$ cat src/rtl/sine_tone_pwm.sv
// rtl/sine_tone_pwm.sv - semitone-coded sine tone generator with volume-scaled 8-bit PWM output
module sine_tone_pwm (
    input  logic       CLK,
    input  logic       RST_N,
    input  logic [5:0] TONE,
    input  logic [3:0] VOL,
    output logic       P
);

    localparam logic [13:0] PERIOD_MAX = 14'd11945;

    logic [13:0] cnt;
    logic [5:0]  ph;
    logic [7:0]  pc;
    logic [13:0] period;
    logic [7:0]  duty;
    logic [11:0] prod;
    logic [7:0]  scaled;
    logic        active;

    // Clocks per phase step minus one: round(1562500 / f_note) - 1
    always_comb begin
        period = 14'd0;
        case (TONE)
            6'd1:  period = 14'd11944;
            6'd2:  period = 14'd11273;
            6'd3:  period = 14'd10640;
            6'd4:  period = 14'd10043;
            6'd5:  period = 14'd9479;
            6'd6:  period = 14'd8947;
            6'd7:  period = 14'd8445;
            6'd8:  period = 14'd7971;
            6'd9:  period = 14'd7524;
            6'd10: period = 14'd7101;
            6'd11: period = 14'd6703;
            6'd12: period = 14'd6326;
            6'd13: period = 14'd5971;
            6'd14: period = 14'd5636;
            6'd15: period = 14'd5320;
            6'd16: period = 14'd5021;
            6'd17: period = 14'd4739;
            6'd18: period = 14'd4473;
            6'd19: period = 14'd4222;
            6'd20: period = 14'd3985;
            6'd21: period = 14'd3761;
            6'd22: period = 14'd3550;
            6'd23: period = 14'd3351;
            6'd24: period = 14'd3163;
            6'd25: period = 14'd2985;
            6'd26: period = 14'd2818;
            6'd27: period = 14'd2659;
            6'd28: period = 14'd2510;
            6'd29: period = 14'd2369;
            6'd30: period = 14'd2236;
            6'd31: period = 14'd2111;
            6'd32: period = 14'd1992;
            6'd33: period = 14'd1880;
            6'd34: period = 14'd1775;
            6'd35: period = 14'd1675;
            6'd36: period = 14'd1581;
            6'd37: period = 14'd1492;
            6'd38: period = 14'd1408;
            6'd39: period = 14'd1329;
            6'd40: period = 14'd1255;
            6'd41: period = 14'd1184;
            6'd42: period = 14'd1118;
            6'd43: period = 14'd1055;
            6'd44: period = 14'd996;
            6'd45: period = 14'd940;
            6'd46: period = 14'd887;
            6'd47: period = 14'd837;
            6'd48: period = 14'd790;
            6'd49: period = 14'd746;
            6'd50: period = 14'd704;
            6'd51: period = 14'd664;
            6'd52: period = 14'd627;
            6'd53: period = 14'd592;
            6'd54: period = 14'd558;
            6'd55: period = 14'd527;
            6'd56: period = 14'd497;
            6'd57: period = 14'd469;
            6'd58: period = 14'd443;
            6'd59: period = 14'd418;
            6'd60: period = 14'd394;
            6'd61: period = 14'd372;
            6'd62: period = 14'd351;
            6'd63: period = 14'd332;
            default: period = 14'd0;
        endcase
    end

    // duty(k) = round(128 + 127*sin(2*pi*k/64))
    always_comb begin
        duty = 8'd128;
        case (ph)
            6'd0:  duty = 8'd128;  6'd1:  duty = 8'd140;  6'd2:  duty = 8'd153;  6'd3:  duty = 8'd165;
            6'd4:  duty = 8'd177;  6'd5:  duty = 8'd188;  6'd6:  duty = 8'd199;  6'd7:  duty = 8'd209;
            6'd8:  duty = 8'd218;  6'd9:  duty = 8'd226;  6'd10: duty = 8'd234;  6'd11: duty = 8'd240;
            6'd12: duty = 8'd245;  6'd13: duty = 8'd250;  6'd14: duty = 8'd253;  6'd15: duty = 8'd254;
            6'd16: duty = 8'd255;  6'd17: duty = 8'd254;  6'd18: duty = 8'd253;  6'd19: duty = 8'd250;
            6'd20: duty = 8'd245;  6'd21: duty = 8'd240;  6'd22: duty = 8'd234;  6'd23: duty = 8'd226;
            6'd24: duty = 8'd218;  6'd25: duty = 8'd209;  6'd26: duty = 8'd199;  6'd27: duty = 8'd188;
            6'd28: duty = 8'd177;  6'd29: duty = 8'd165;  6'd30: duty = 8'd153;  6'd31: duty = 8'd140;
            6'd32: duty = 8'd128;  6'd33: duty = 8'd116;  6'd34: duty = 8'd103;  6'd35: duty = 8'd91;
            6'd36: duty = 8'd79;   6'd37: duty = 8'd68;   6'd38: duty = 8'd57;   6'd39: duty = 8'd47;
            6'd40: duty = 8'd38;   6'd41: duty = 8'd30;   6'd42: duty = 8'd22;   6'd43: duty = 8'd16;
            6'd44: duty = 8'd11;   6'd45: duty = 8'd6;    6'd46: duty = 8'd3;    6'd47: duty = 8'd2;
            6'd48: duty = 8'd1;    6'd49: duty = 8'd2;    6'd50: duty = 8'd3;    6'd51: duty = 8'd6;
            6'd52: duty = 8'd11;   6'd53: duty = 8'd16;   6'd54: duty = 8'd22;   6'd55: duty = 8'd30;
            6'd56: duty = 8'd38;   6'd57: duty = 8'd47;   6'd58: duty = 8'd57;   6'd59: duty = 8'd68;
            6'd60: duty = 8'd79;   6'd61: duty = 8'd91;   6'd62: duty = 8'd103;  6'd63: duty = 8'd116;
            default: duty = 8'd128;
        endcase
    end

    assign prod   = {4'b0000, duty} * {8'b0000_0000, VOL};
    assign scaled = prod[11:4];
    assign active = (TONE != 6'd0) && (VOL != 4'd0);

    // The cnt > PERIOD_MAX guard recovers from any out-of-range count
    always_ff @(posedge CLK or negedge RST_N) begin
        if (!RST_N) begin
            cnt <= 14'd0;
            ph  <= 6'd0;
            pc  <= 8'd0;
            P   <= 1'b0;
        end else begin
            pc <= pc + 8'd1;
            P  <= active && (pc < scaled);
            if (active) begin
                if ((cnt >= period) || (cnt > PERIOD_MAX)) begin
                    cnt <= 14'd0;
                    ph  <= ph + 6'd1;
                end else begin
                    cnt <= cnt + 14'd1;
                end
            end
        end
    end

endmodule

$ cat config.mk
export PLATFORM = sky130hd
export DESIGN_NAME = sine_tone_pwm
export DESIGN_NICKNAME = d
export VERILOG_FILES = /design/src/rtl/sine_tone_pwm.sv
export SDC_FILE = /design/constraint.sdc
export NUM_CORES = 1
export LEC_CHECK = 0
export BUFFER_PORTS_ARGS = -buffer_cell sky130_fd_sc_hd__buf_4
export CAP_MARGIN = 20
export CORE_MARGIN = 8
export CORE_UTILIZATION = 62
export DETAILED_ROUTE_END_ITERATION = 7
export PLACE_DENSITY = 0.9
export SLEW_MARGIN = 5
export SYNTH_ARGS = -nofsm -noshare
export SYNTH_HDL_FRONTEND = slang
export SYNTH_SLANG_ARGS = --single-unit
export TNS_END_PERCENT = 100
$ cat constraint.sdc
create_clock -name CLK -period 6.1 [get_ports CLK]
set_input_delay 0.305 -clock CLK [delete_from_list [all_inputs] [get_ports CLK]]
set_output_delay 0.305 -clock CLK [all_outputs]
set_load 0.03 [all_outputs]
==> results.py <==
metrics = {
    "status": {
        "status": "complete, no violations",
    },
    "sta": {
        "tns_ns": 0,
        "setup_violations": 0,
        "clock_skew_ns": 0.00619,
        "finalCritPeriodShare_pct": 93.0,
        "slew_headroom_pct": 44.5,
        "fmax_mhz": 176,
        "fin_crit_ns": 5.68,
        "worst_slew_pin_slew_ns": 0.833,
        "report.final.slew_viol_count": 0,
        "final-hold-violation-count": 0,
        "rsz0062_at_grt": "false",
    },
    "clocking": {
        "cts_root_buf": "clkbuf_8",
        "cts_sinks": 29,
        "worst_setup_hold_path_clk_slew_ns": 0.07,
        "worstSkewPairLatency_ns": 0.29,
        "cts_buffers": 5,
        "clock_path_buffers": 2,
        "cts_tree": "built",
        "h-tree-depth": 2,
    },
    "critical_path": {
        "cp_max_fo": 9,
        "critPathBufInv": 3,
        "crit_family": "adder cells",
        "startpoint_type": "flip-flop",
        "endpoint_kind": "flip-flop",
        "slowest_stage": "fa_1",
        "critical_path_arrival_ns": 5.90,
        "cpPeakStageDelay_ns": 0.56,
        "crit_chain": "inv_1 > ha_1 > nand2b_1 > and3_1 > o21ai_0 > o211ai_1 > and2_1 > fa_1 > inv_1 > fa_1 > inv_1 > ha_1 > or2_2 > a21oi_1 > o31ai_1 > or2_1 > a21oi_1 > xor2_1 > ha_1 > nand4_1 > nor2_1 > nor3_1 > o311a_1",
        "criticalPathCategory": "reg -> reg",
        "cp_data_required_time_ns": 6.33,
    },
    "cells_and_area": {
        "final_cell_mix": "o21ai_0, nand2_1, nor2_1, a21oi_1, ha_1",
        "drive_gt1_share_pct": 6.94,
        "finalNonFillerCells": 690,
        "num_antenna_cells": 0,
        "finalNetCount": 665,
        "mostFrequentLayoutCell": "o21ai_0",
        "syn_to_final_growth_pct": 4.07,
    },
    "drt": {
        "antenna_left": 0,
        "drt-initial-drc-count": 421,
        "vias_per_cell": 6.21,
        "drt-total-wl_um": 10500,
        "wl_per_cell_um": 15.2,
        "vias": 4283,
        "drt_pass1_iterations": 5,
        "drc_errors": 0,
    },
    "logic_synthesis": {
        "yosys.area.top_type_share_pct": 16.4,
        "avgSynthCellArea_um2": 7.30,
        "synthXorXnorAreaFrac_pct": 3.95,
        "synth_top_family_by_area": "compound AO/OA/AOI/OAI gates",
        "synth_top_area_cell": "dfrtp_1",
        "ys_seq_elements": 29,
        "synth_edf_count": 0,
        "synthArstFlopShare_pct": 100,
        "synth_fa_ha_area_share_pct": 19.7,
        "netlist_instances": 607,
        "synth-compound-area-share_pct": 25.0,
        "ys.flop_type": "dfrtp_1",
        "ys_seq_area_share_pct": 16.4,
        "synthTopCellsByArea": "dfrtp_1, ha_1, o21ai_0",
        "syn_nets": 682,
        "synth-simple-area-share_pct": 24.6,
        "yosysUniqueCellTypes": 63,
        "netlist_area_um2": 4430,
        "synth.area.mux_share_pct": 3.39,
        "yosysWarnings": 0,
    },
    "pwr": {
        "p_leak_uw": 0.00205,
        "peakVddDrop_v": 0.000277,
        "p_per_area_nw_per_um2": 570,
    },
    "floorplanning": {
        "die_w_um": 101,
        "die_area_um2": 10100,
        "rows": 31,
        "start_util_pct": 62.4,
        "core-area_um2": 7100,
        "io_pins": 13,
        "die_h_um": 101,
    },
    "flow_run": {
        "drv_cap": 0,
    },
    "global_route": {
        "grt_pass1_wl_um": 17600,
        "antenna_found_initial": 0,
        "gr-usage-all-layers_pct": 20.9,
        "grt_start_max_net_pins": 70,
        "grt_pass1_vias": 3919,
        "overflow": 0,
    },
    "min_path": {
        "holdCritPathClass": "in -> async",
    },
    "place": {
        "port_buffers": 12,
        "dpl.cell_count": 680,
        "hpwl_um": 8060,
        "gp_congestion": 0.992,
    },
}
==> sequential cells by signal (all words and copies together), names as in the netlist <==
| register | flops |
|---|---|
| cnt | 14 |
| P | 1 |
| pc | 8 |
| ph | 6 |
==> per-layer routing <==
layer / GRT usage [%] / share of wire [%] / vias to the layer above
met3: 1.80 / 5.0 / 22
met4: 7.91 / 2.0 / 0
li1: - / - / 2101
met2: 37.9 / 52 / 134
met1: 25.0 / 42 / 2026
met5: 0 / 0 / -
==> worst register-to-register path: stages, from the launching register on <==
cell and delay (ns):
dfrtp_2 0.48, inv_1 0.21, ha_1 0.31, nand2b_1 0.13
and3_1 0.15, o21ai_0 0.22, o211ai_1 0.27, and2_1 0.27
fa_1 0.56, inv_1 0.07, fa_1 0.53, inv_1 0.05
ha_1 0.32, or2_2 0.29, a21oi_1 0.23, o31ai_1 0.14
or2_1 0.25, a21oi_1 0.18, xor2_1 0.17, ha_1 0.26
nand4_1 0.12, nor2_1 0.06, nor3_1 0.15, o311a_1 0.20
==> metrics by stage <==
stage / area (um2) / hold WS, ns / setup slack (ns) / total power [uW] / util [%]
3_5_place_dp: 4500 / 0.244 / 0.248 / 2430 / 63.4
5_1_grt: 4610 / 0.515 / 0.0137 / 2950 / 64.9
6_report: 4610 / 0.477 / 0.424 / 2630 / 64.9
4_1_cts: 4600 / 0.475 / 0.239 / 2610 / 64.7
2_1_floorplan: 4430 / 0.00941 / 0.798 / 1970 / -
3_3_place_gp: 4500 / 0.241 / 0.572 / 2290 / 63.4
==> layout make-up <==
| cell class | count | area (um2) |
|---|---|---|
| multi-input combinational | 501 | 3410 |
| fill | 597 | 2490 |
| sequential | 29 | 728 |
| inverter | 36 | 135 |
| timing repair buffer | 17 | 130 |
| tap | 99 | 124 |
| clock buffer | 5 | 68.8 |
| clock inverter | 3 | 17.5 |
==> synth_stat cells, types with 3 or more instances <==
master / n
o21ai_0: 69
nand2_1: 59
a21oi_1: 54
nor2_1: 54
ha_1: 52
inv_1: 36
clkbuf_1: 30
dfrtp_1: 29
nor2b_1: 21
nor3_1: 15
and2_1: 13
nand2b_1: 12
xnor2_1: 12
fa_1: 11
a31oi_1: 10
and3_1: 10
a211oi_1: 9
nand3_1: 9
nand4_1: 8
xor2_1: 8
mux2i_1: 6
o211ai_1: 5
or2_2: 5
buf_1: 4
buf_2: 4
a221o_1: 3
a221oi_1: 3
mux4_2: 3
o21a_1: 3
o21ai_1: 3
o31ai_1: 3
==> where the power goes <==
| group | switching [uW] | internal, uW | total, uW |
|---|---|---|---|
| Combinational | 1200 | 923 | 2130 |
| Clock | 79.8 | 78.6 | 158 |
| Sequential | 101 | 240 | 341 |
==> cells by family (layout without fill, tap and decap cells) <==
family / count (synthesis) / count (layout)
compound gates: 186 / 186
mux: 11 / 11
simple gates: 221 / 221
fa+ha+maj: 63 / 63
flops: 29 / 29
buf+inv: 77 / 61
xor+xnor: 20 / 20
==> worst paths after layout <==
kind,from,endpoint,slack (ns),depth (start not counted)
max reg2reg,ph[1],P,0.42,23
max,ph[1],P,0.42,23
min reg2reg,pc[0],pc[0],0.51,1
max in group asynchronous,RST_N,ph[1],5.33,2
min in group CLK,pc[0],pc[0],0.51,1
min,RST_N,cnt[0],0.48,2
==> what timing repair did <==
action,4_1_cts,5_1_grt
setup endpoints to repair,0,1
resized for setup,0,5
hold buffers,1,0
hold endpoints to repair,29,0
buffers inserted,0,1
Note: power is estimated with default switching activity, not from simulation.
